$ cat config.mk
export PLATFORM = sky130hd
export DESIGN_NAME = sd_spi_card
export DESIGN_NICKNAME = d
export VERILOG_FILES = /design/src/rtl/sd_spi_card.sv
export SDC_FILE = /design/constraint.sdc
export NUM_CORES = 1
export LEC_CHECK = 0
export BUFFER_PORTS_ARGS = -buffer_cell sky130_fd_sc_hd__buf_2
export CORE_ASPECT_RATIO = 1.75
export CORE_MARGIN = 2
export CORE_UTILIZATION = 50
export CTS_CLUSTER_DIAMETER = 80
export DETAILED_ROUTE_END_ITERATION = 10
export PLACE_DENSITY = 0.68
export SLEW_MARGIN = 0
export SYNTH_ARGS = -nofsm -noshare
export SYNTH_HDL_FRONTEND = slang
export SYNTH_SLANG_ARGS = --single-unit
$ cat constraint.sdc
create_clock -name clk -period 10.6 [get_ports clk]
set_input_delay 1.06 -clock clk [delete_from_list [all_inputs] [get_ports clk]]
set_output_delay 1.06 -clock clk [all_outputs]
set_load 0.02 [all_outputs]
$ cat src/rtl/sd_spi_card.sv
// SD card responder in SPI mode 0. SPI pins are oversampled on clk, a subset
// of SD commands is decoded, and single 512-byte blocks are read from or
// written to a byte-wide memory with one cycle of read latency.
module sd_spi_card #(
  parameter int ADDR_W       = 24,
  parameter int INIT_RETRIES = 2,
  parameter int NAC_BYTES    = 2,
  parameter int BUSY_BYTES   = 4
) (
  input  logic              clk,
  input  logic              reset,
  input  logic              spi_clk,
  input  logic              spi_cs,
  input  logic              spi_mosi,
  output logic              spi_miso,
  output logic [ADDR_W-1:0] mem_addr,
  output logic              mem_rd,
  input  logic [7:0]        mem_rdata,
  output logic              mem_wr,
  output logic [7:0]        mem_wdata,
  output logic              card_ready,
  output logic [3:0]        card_state,
  output logic [5:0]        last_cmd
);

  // Block number bits kept from the argument; higher bits are dropped.
  localparam int         ARG_W     = ADDR_W - 9;
  localparam logic [7:0] RETRY_MAX = 8'(INIT_RETRIES);
  localparam logic [8:0] NAC_MAX   = 9'(NAC_BYTES);
  localparam logic [8:0] BUSY_MAX  = 9'(BUSY_BYTES);
  // Idle levels of {mosi, cs, sclk} so reset does not fake an edge.
  localparam logic [2:0] SYNC_RST  = 3'b110;

  typedef enum logic [3:0] {
    S_CMD, S_RESP, S_RD_NAC, S_RD_DATA, S_RD_CRC,
    S_WR_WAIT, S_WR_DATA, S_WR_CRC, S_WR_RESP, S_WR_BUSY
  } state_t;

  logic [2:0] pin_raw;
  logic [2:0] pin_sync;
  assign pin_raw = {spi_mosi, spi_cs, spi_clk};

  generate
    for (genvar gi = 0; gi < 3; gi++) begin : g_sync
      logic s1_reg;
      logic s2_reg;
      // Two-flop synchronizer for one SPI pin
      always_ff @(posedge clk or posedge reset) begin
        if (reset) begin
          s1_reg <= SYNC_RST[gi];
          s2_reg <= SYNC_RST[gi];
        end else begin
          s1_reg <= pin_raw[gi];
          s2_reg <= s1_reg;
        end
      end
      assign pin_sync[gi] = s2_reg;
    end
  endgenerate

  logic sclk_s, cs_s, mosi_s;
  logic sclk_prev_reg;
  logic rise, fall, byte_done;
  logic [2:0] bit_cnt_reg;
  logic [6:0] rx_sr_reg;
  logic [7:0] tx_sr_reg;
  logic [7:0] rx_byte;
  logic [7:0] tx_load;
  logic       miso_reg;

  assign sclk_s    = pin_sync[0];
  assign cs_s      = pin_sync[1];
  assign mosi_s    = pin_sync[2];
  assign rise      = sclk_s & ~sclk_prev_reg & ~cs_s;
  assign fall      = ~sclk_s & sclk_prev_reg & ~cs_s;
  assign byte_done = rise && (bit_cnt_reg == 3'd7);
  assign rx_byte   = {rx_sr_reg, mosi_s};

  // Bit-level shifter: sample on rise, shift out on fall, reload each byte
  always_ff @(posedge clk or posedge reset) begin
    if (reset) begin
      sclk_prev_reg <= 1'b0;
      bit_cnt_reg   <= 3'd0;
      rx_sr_reg     <= 7'd0;
      tx_sr_reg     <= 8'hFF;
      miso_reg      <= 1'b1;
    end else begin
      sclk_prev_reg <= sclk_s;
      if (cs_s) begin
        bit_cnt_reg <= 3'd0;
        tx_sr_reg   <= 8'hFF;
        miso_reg    <= 1'b1;
      end else if (rise) begin
        rx_sr_reg   <= rx_byte[6:0];
        bit_cnt_reg <= bit_cnt_reg + 3'd1;
        if (bit_cnt_reg == 3'd7) tx_sr_reg <= tx_load;
      end else if (fall) begin
        miso_reg  <= tx_sr_reg[7];
        tx_sr_reg <= {tx_sr_reg[6:0], 1'b1};
      end
    end
  end

  state_t            state_reg, state_next, after_reg, after_next;
  logic [2:0]        cmd_cnt_reg, cmd_cnt_next;
  logic [8:0]        cnt_reg, cnt_next;
  logic [5:0]        cmd_idx_reg, cmd_idx_next;
  logic [ARG_W-1:0]  arg_reg, arg_next;
  logic [39:0]       resp_sr_reg, resp_sr_next;
  logic [2:0]        resp_left_reg, resp_left_next;
  logic              app_flag_reg, app_flag_next;
  logic [7:0]        retry_reg, retry_next;
  logic              ready_reg, ready_next;
  logic [5:0]        last_cmd_reg, last_cmd_next;
  logic              mem_rd_reg, mem_rd_next;
  logic              mem_wr_reg, mem_wr_next;
  logic [ADDR_W-1:0] addr_reg, addr_next;
  logic [7:0]        wdata_reg, wdata_next;
  logic              rd_cap_reg;
  logic [7:0]        rd_buf_reg;
  logic [7:0]        r1;
  logic [31:0]       tail;
  logic              idle_bit;

  assign idle_bit = ~ready_reg;

  // Byte-level protocol: next state, next tx byte and memory strobes
  always_comb begin
    state_next     = state_reg;
    after_next     = after_reg;
    cmd_cnt_next   = cmd_cnt_reg;
    cnt_next       = cnt_reg;
    cmd_idx_next   = cmd_idx_reg;
    arg_next       = arg_reg;
    resp_sr_next   = resp_sr_reg;
    resp_left_next = resp_left_reg;
    app_flag_next  = app_flag_reg;
    retry_next     = retry_reg;
    ready_next     = ready_reg;
    last_cmd_next  = last_cmd_reg;
    mem_rd_next    = 1'b0;
    mem_wr_next    = 1'b0;
    addr_next      = addr_reg;
    wdata_next     = wdata_reg;
    tx_load        = 8'hFF;
    r1             = {7'b0, idle_bit};
    tail           = 32'h0;
    if (byte_done) begin
      case (state_reg)
        S_CMD: begin
          if (cmd_cnt_reg == 3'd0) begin
            // Only a start byte of the form 01xxxxxx opens a frame.
            if (rx_byte[7:6] == 2'b01) begin
              cmd_idx_next = rx_byte[5:0];
              cmd_cnt_next = 3'd1;
            end
          end else if (cmd_cnt_reg < 3'd5) begin
            arg_next     = ARG_W'({arg_reg, rx_byte});
            cmd_cnt_next = cmd_cnt_reg + 3'd1;
          end else begin
            // CRC byte: decode; the byte loaded now is the NCR filler.
            cmd_cnt_next   = 3'd0;
            last_cmd_next  = cmd_idx_reg;
            app_flag_next  = 1'b0;
            state_next     = S_RESP;
            after_next     = S_CMD;
            resp_left_next = 3'd1;
            case (cmd_idx_reg)
              6'd0: begin
                r1         = 8'h01;
                ready_next = 1'b0;
                retry_next = 8'd0;
              end
              6'd8: begin
                tail           = {24'h000001, arg_reg[7:0]};
                resp_left_next = 3'd5;
              end
              6'd55: app_flag_next = 1'b1;
              6'd41: begin
                if (!app_flag_reg) begin
                  r1 = {5'b0, 1'b1, 1'b0, idle_bit};
                end else if (retry_reg < RETRY_MAX) begin
                  r1         = 8'h01;
                  retry_next = retry_reg + 8'd1;
                end else begin
                  r1         = 8'h00;
                  ready_next = 1'b1;
                end
              end
              6'd58: begin
                tail           = 32'hC0FF8000;
                resp_left_next = 3'd5;
              end
              6'd16: ;
              6'd17, 6'd24: begin
                if (!ready_reg) begin
                  r1 = 8'h05;
                end else begin
                  r1         = 8'h00;
                  after_next = (cmd_idx_reg == 6'd17) ? S_RD_NAC : S_WR_WAIT;
                end
              end
              default: r1 = {5'b0, 1'b1, 1'b0, idle_bit};
            endcase
            resp_sr_next = {r1, tail};
          end
        end
        S_RESP: begin
          tx_load        = resp_sr_reg[39:32];
          resp_sr_next   = {resp_sr_reg[31:0], 8'hFF};
          resp_left_next = resp_left_reg - 3'd1;
          if (resp_left_reg == 3'd1) begin
            state_next = after_reg;
            cnt_next   = 9'd0;
          end
        end
        S_RD_NAC: begin
          if (cnt_reg == NAC_MAX) begin
            // Token goes out now; fetch data byte 0 while it shifts.
            tx_load     = 8'hFE;
            state_next  = S_RD_DATA;
            cnt_next    = 9'd0;
            mem_rd_next = 1'b1;
            addr_next   = {arg_reg, 9'd0};
          end else begin
            cnt_next = cnt_reg + 9'd1;
          end
        end
        S_RD_DATA: begin
          tx_load = rd_buf_reg;
          if (cnt_reg == 9'd511) begin
            state_next = S_RD_CRC;
            cnt_next   = 9'd0;
          end else begin
            cnt_next    = cnt_reg + 9'd1;
            mem_rd_next = 1'b1;
            addr_next   = {arg_reg, cnt_reg + 9'd1};
          end
        end
        S_RD_CRC: begin
          if (cnt_reg == 9'd1) state_next = S_CMD;
          else cnt_next = cnt_reg + 9'd1;
        end
        S_WR_WAIT: begin
          if (rx_byte == 8'hFE) begin
            state_next = S_WR_DATA;
            cnt_next   = 9'd0;
          end
        end
        S_WR_DATA: begin
          mem_wr_next = 1'b1;
          wdata_next  = rx_byte;
          addr_next   = {arg_reg, cnt_reg};
          if (cnt_reg == 9'd511) begin
            state_next = S_WR_CRC;
            cnt_next   = 9'd0;
          end else begin
            cnt_next = cnt_reg + 9'd1;
          end
        end
        S_WR_CRC: begin
          if (cnt_reg == 9'd1) begin
            tx_load    = 8'h05;
            state_next = S_WR_RESP;
          end else begin
            cnt_next = cnt_reg + 9'd1;
          end
        end
        S_WR_RESP: begin
          if (BUSY_MAX == 9'd0) begin
            state_next = S_CMD;
          end else begin
            tx_load    = 8'h00;
            state_next = S_WR_BUSY;
            cnt_next   = 9'd1;
          end
        end
        S_WR_BUSY: begin
          if (cnt_reg == BUSY_MAX) begin
            state_next = S_CMD;
          end else begin
            tx_load  = 8'h00;
            cnt_next = cnt_reg + 9'd1;
          end
        end
        default: state_next = S_CMD;
      endcase
    end
    // Deselect aborts whatever transfer is in flight.
    if (cs_s) begin
      state_next   = S_CMD;
      cmd_cnt_next = 3'd0;
      cnt_next     = 9'd0;
      mem_rd_next  = 1'b0;
      mem_wr_next  = 1'b0;
    end
  end

  // Protocol state and memory-interface registers
  always_ff @(posedge clk or posedge reset) begin
    if (reset) begin
      state_reg     <= S_CMD;
      after_reg     <= S_CMD;
      cmd_cnt_reg   <= 3'd0;
      cnt_reg       <= 9'd0;
      cmd_idx_reg   <= 6'd0;
      arg_reg       <= '0;
      resp_sr_reg   <= '1;
      resp_left_reg <= 3'd0;
      app_flag_reg  <= 1'b0;
      retry_reg     <= 8'd0;
      ready_reg     <= 1'b0;
      last_cmd_reg  <= 6'd0;
      mem_rd_reg    <= 1'b0;
      mem_wr_reg    <= 1'b0;
      addr_reg      <= '0;
      wdata_reg     <= 8'd0;
    end else begin
      state_reg     <= state_next;
      after_reg     <= after_next;
      cmd_cnt_reg   <= cmd_cnt_next;
      cnt_reg       <= cnt_next;
      cmd_idx_reg   <= cmd_idx_next;
      arg_reg       <= arg_next;
      resp_sr_reg   <= resp_sr_next;
      resp_left_reg <= resp_left_next;
      app_flag_reg  <= app_flag_next;
      retry_reg     <= retry_next;
      ready_reg     <= ready_next;
      last_cmd_reg  <= last_cmd_next;
      mem_rd_reg    <= mem_rd_next;
      mem_wr_reg    <= mem_wr_next;
      addr_reg      <= addr_next;
      wdata_reg     <= wdata_next;
    end
  end

  // Capture read data the cycle after the memory saw the strobe
  always_ff @(posedge clk or posedge reset) begin
    if (reset) begin
      rd_cap_reg <= 1'b0;
      rd_buf_reg <= 8'hFF;
    end else begin
      rd_cap_reg <= mem_rd_reg;
      if (rd_cap_reg) rd_buf_reg <= mem_rdata;
    end
  end

  assign spi_miso   = miso_reg;
  assign mem_addr   = addr_reg;
  assign mem_rd     = mem_rd_reg;
  assign mem_wr     = mem_wr_reg;
  assign mem_wdata  = wdata_reg;
  assign card_ready = ready_reg;
  assign card_state = state_reg;
  assign last_cmd   = last_cmd_reg;

endmodule
==> metrics <==
outcome=finished, final reports clean; total CTS buffers=17; Ports=59; DR vias=5734; remaining antenna violation count=0; Synth Flop Type=dfrtp_1; routed len/inst=18.1 µm; die area=16800 µm²; Crit Path Max Fanout=9; Starting DRT DRC Count=303; RSZ-0062 raised after global routing=no; Post-Syn Area per Cell=10.6 µm²; EDFF count, synth=0; vias in the first global route=5645; Mapped Area=7850 µm²; largest net degree at the start of global routing=87; count leader, synth=dfrtp_1; post-CTS setup buffers=0; antenna cells=0; Detail Placement HPWL=12.2 mm; Sink Count=167; CP required=10.95 ns; WS Path Type=reg2reg; Synthesis Warnings=0; drt pass-1 iters=5; Die Wd=98.7 µm; top cells by count, synth=dfrtp_1 (106), nand2_1 (93), o21ai_0 (67); Skew-Pair Late Insertion Delay=0.43 ns; RePlAce Congestion=0.888; Area contributors post-synth=dfrtp_1 (34%), dfstp_2 (20%), mux2_2 (7.0%); post-place setup slack=7.49 ns; Core Area=15400 µm²; share of the synthesized area in the top cell type=33.8%; Layout Nets=800; Synth Net Count=765; Mapped Cells=740; P_leak=3.89 nW; cts hold-fix bufs=0; crit path DAT=3.48 ns; CP endpoint kind=flop; CTS resizes=0; Reg clk slew, reported paths=0.08 ns; slack of the critical path=7.46 ns; initial antenna violation count=0; Final Skew=0.0141 ns; Clock Tree Buf Depth=2; vias per inst=5.89; Hold Fails Final Rpt=0; Fmax achieved=0.319 GHz; Hold Path Class=reg2reg; Die Ht=170 µm; Slew headroom=28.4%; DRT Wirelength=17.7 mm; sequential fraction of the synthesis area=54.2%; Total GRT Usage=21.8%; Finish-stage setup viols=0; fin crit period=3.14 ns; Synth-to-Final Area Change=12.3%; number of remaining DRC errors=0; Critical Path Source Type=flop; pwr/cell area=151 nW/µm²; number of core rows=60; CTS tree=built; I/O Buffers=58; max-cap violations=0; Root Buffer=clkbuf_16; fin crit share=29.6%; # H-tree levels=4; hold slack=0.353 ns; Yosys reg bits=167; largest area contributor in the netlist=dfrtp_1; Netlist cell types=72; max reg flops=40; first-pass GRT wire length=29.1 mm; worst vdd rail ir drop=0.115 mV; proportion of layout cells with a drive suffix above 1=27.8%; Worst-Margin Slew=1.06 ns; Initial Utilization=51.0%; Final Max Tran Viols=0; Fin Setup TNS=0 ns; Synth async-reset ratio=100%; total global routing overflow=0
[cells by family after synthesis]
| group | after synthesis | share of synthesized area [%] |
|---|---|---|
| multiplexers | 68 | 9.65 |
| AND/OR/NAND/NOR | 236 | 14.8 |
| flip-flops | 167 | 54.2 |
| XOR/XNOR | 2 | 0.223 |
| buffers and inverters | 61 | 3.52 |
| adder cells (fa/ha/maj) | 12 | 1.91 |
| AO/OA/AOI/OAI | 194 | 15.6 |
[critical path: stages (launching register included)]
cell and delay [ns]:
dfrtp_1 0.45, ha_1 0.28, and3_1 0.23, and3_1 0.21, and3_1 0.19, ha_1 0.26, a21boi_0 0.19, o21ai_0 0.10
a221o_1 0.48, or4b_1 0.52, a21oi_1 0.16
[metrics by stage]
step	util [%]	cell area [µm²]	total power, mW	cells
6_report	57.3	8810	1.33	974
5_1_grt	57.3	8810	1.38	974
4_1_cts	57.3	8810	1.34	974
3_5_place_dp	53.3	8200	0.720	942
3_3_place_gp	53.3	8200	0.717	942
2_1_floorplan	-	7850	0.702	740
[layout by cell type (no fill, tap or decap), types with 7 or more instances in the layout]
cell / count
inv_1: 13
a21oi_1: 49
clkinv_8: 7
nor3_1: 19
nor2_1: 46
ha_1: 12
dfstp_2: 61
clkbuf_16: 17
mux2_1: 12
nand2b_1: 9
nand2_1: 93
mux2_2: 49
nand3_1: 11
mux2i_1: 7
o21ai_0: 67
buf_2: 58
a221oi_1: 8
dfrtp_1: 106
nor2b_1: 12
o211ai_1: 11
a22oi_1: 9
[where the power goes]
| part | total, mW | internal (mW) | switching [mW] |
|---|---|---|---|
| Combinational | 0.0354 | 0.0129 | 0.0225 |
| Clock | 0.622 | 0.320 | 0.302 |
| Sequential | 0.673 | 0.652 | 0.0209 |
| Total | 1.33 | 0.985 | 0.345 |
[routing by layer]
metal	up-vias	part of all wire, %	global-route usage, %
li1	2732	-	-
met4	0	4.4	11.7
met3	38	2.6	3.05
met2	108	53	38.1
met5	-	0	0
met1	2856	40	25.7
[cell type report]
class                           instances  area (µm²)
Inverter                               14        57.6
Sequential cell                       167        4260
Timing Repair Buffer                   63         328
Clock inverter                         15         190
Fill cell                            1304        6580
Tap cell                              186         233
Clock buffer                           17         425
Multi-Input combinational cell        512        3320
[worst paths after layout]
check	from	endpoint	slack (ns)	depth (start not counted)
worst min register to register	g_sync[1].s1_reg	cs_s	0.35	0
min in group asynchronous	reset	mem_addr[1]	0.75	2
worst max register to register	cnt_reg[0]	cnt_reg[1]	7.46	10
max in group asynchronous	reset	app_flag_reg	8.33	3
worst min-delay path	g_sync[1].s1_reg	cs_s	0.35	0
worst max-delay path	cnt_reg[0]	cnt_reg[1]	7.46	10
(Power assumes the default switching activity.)
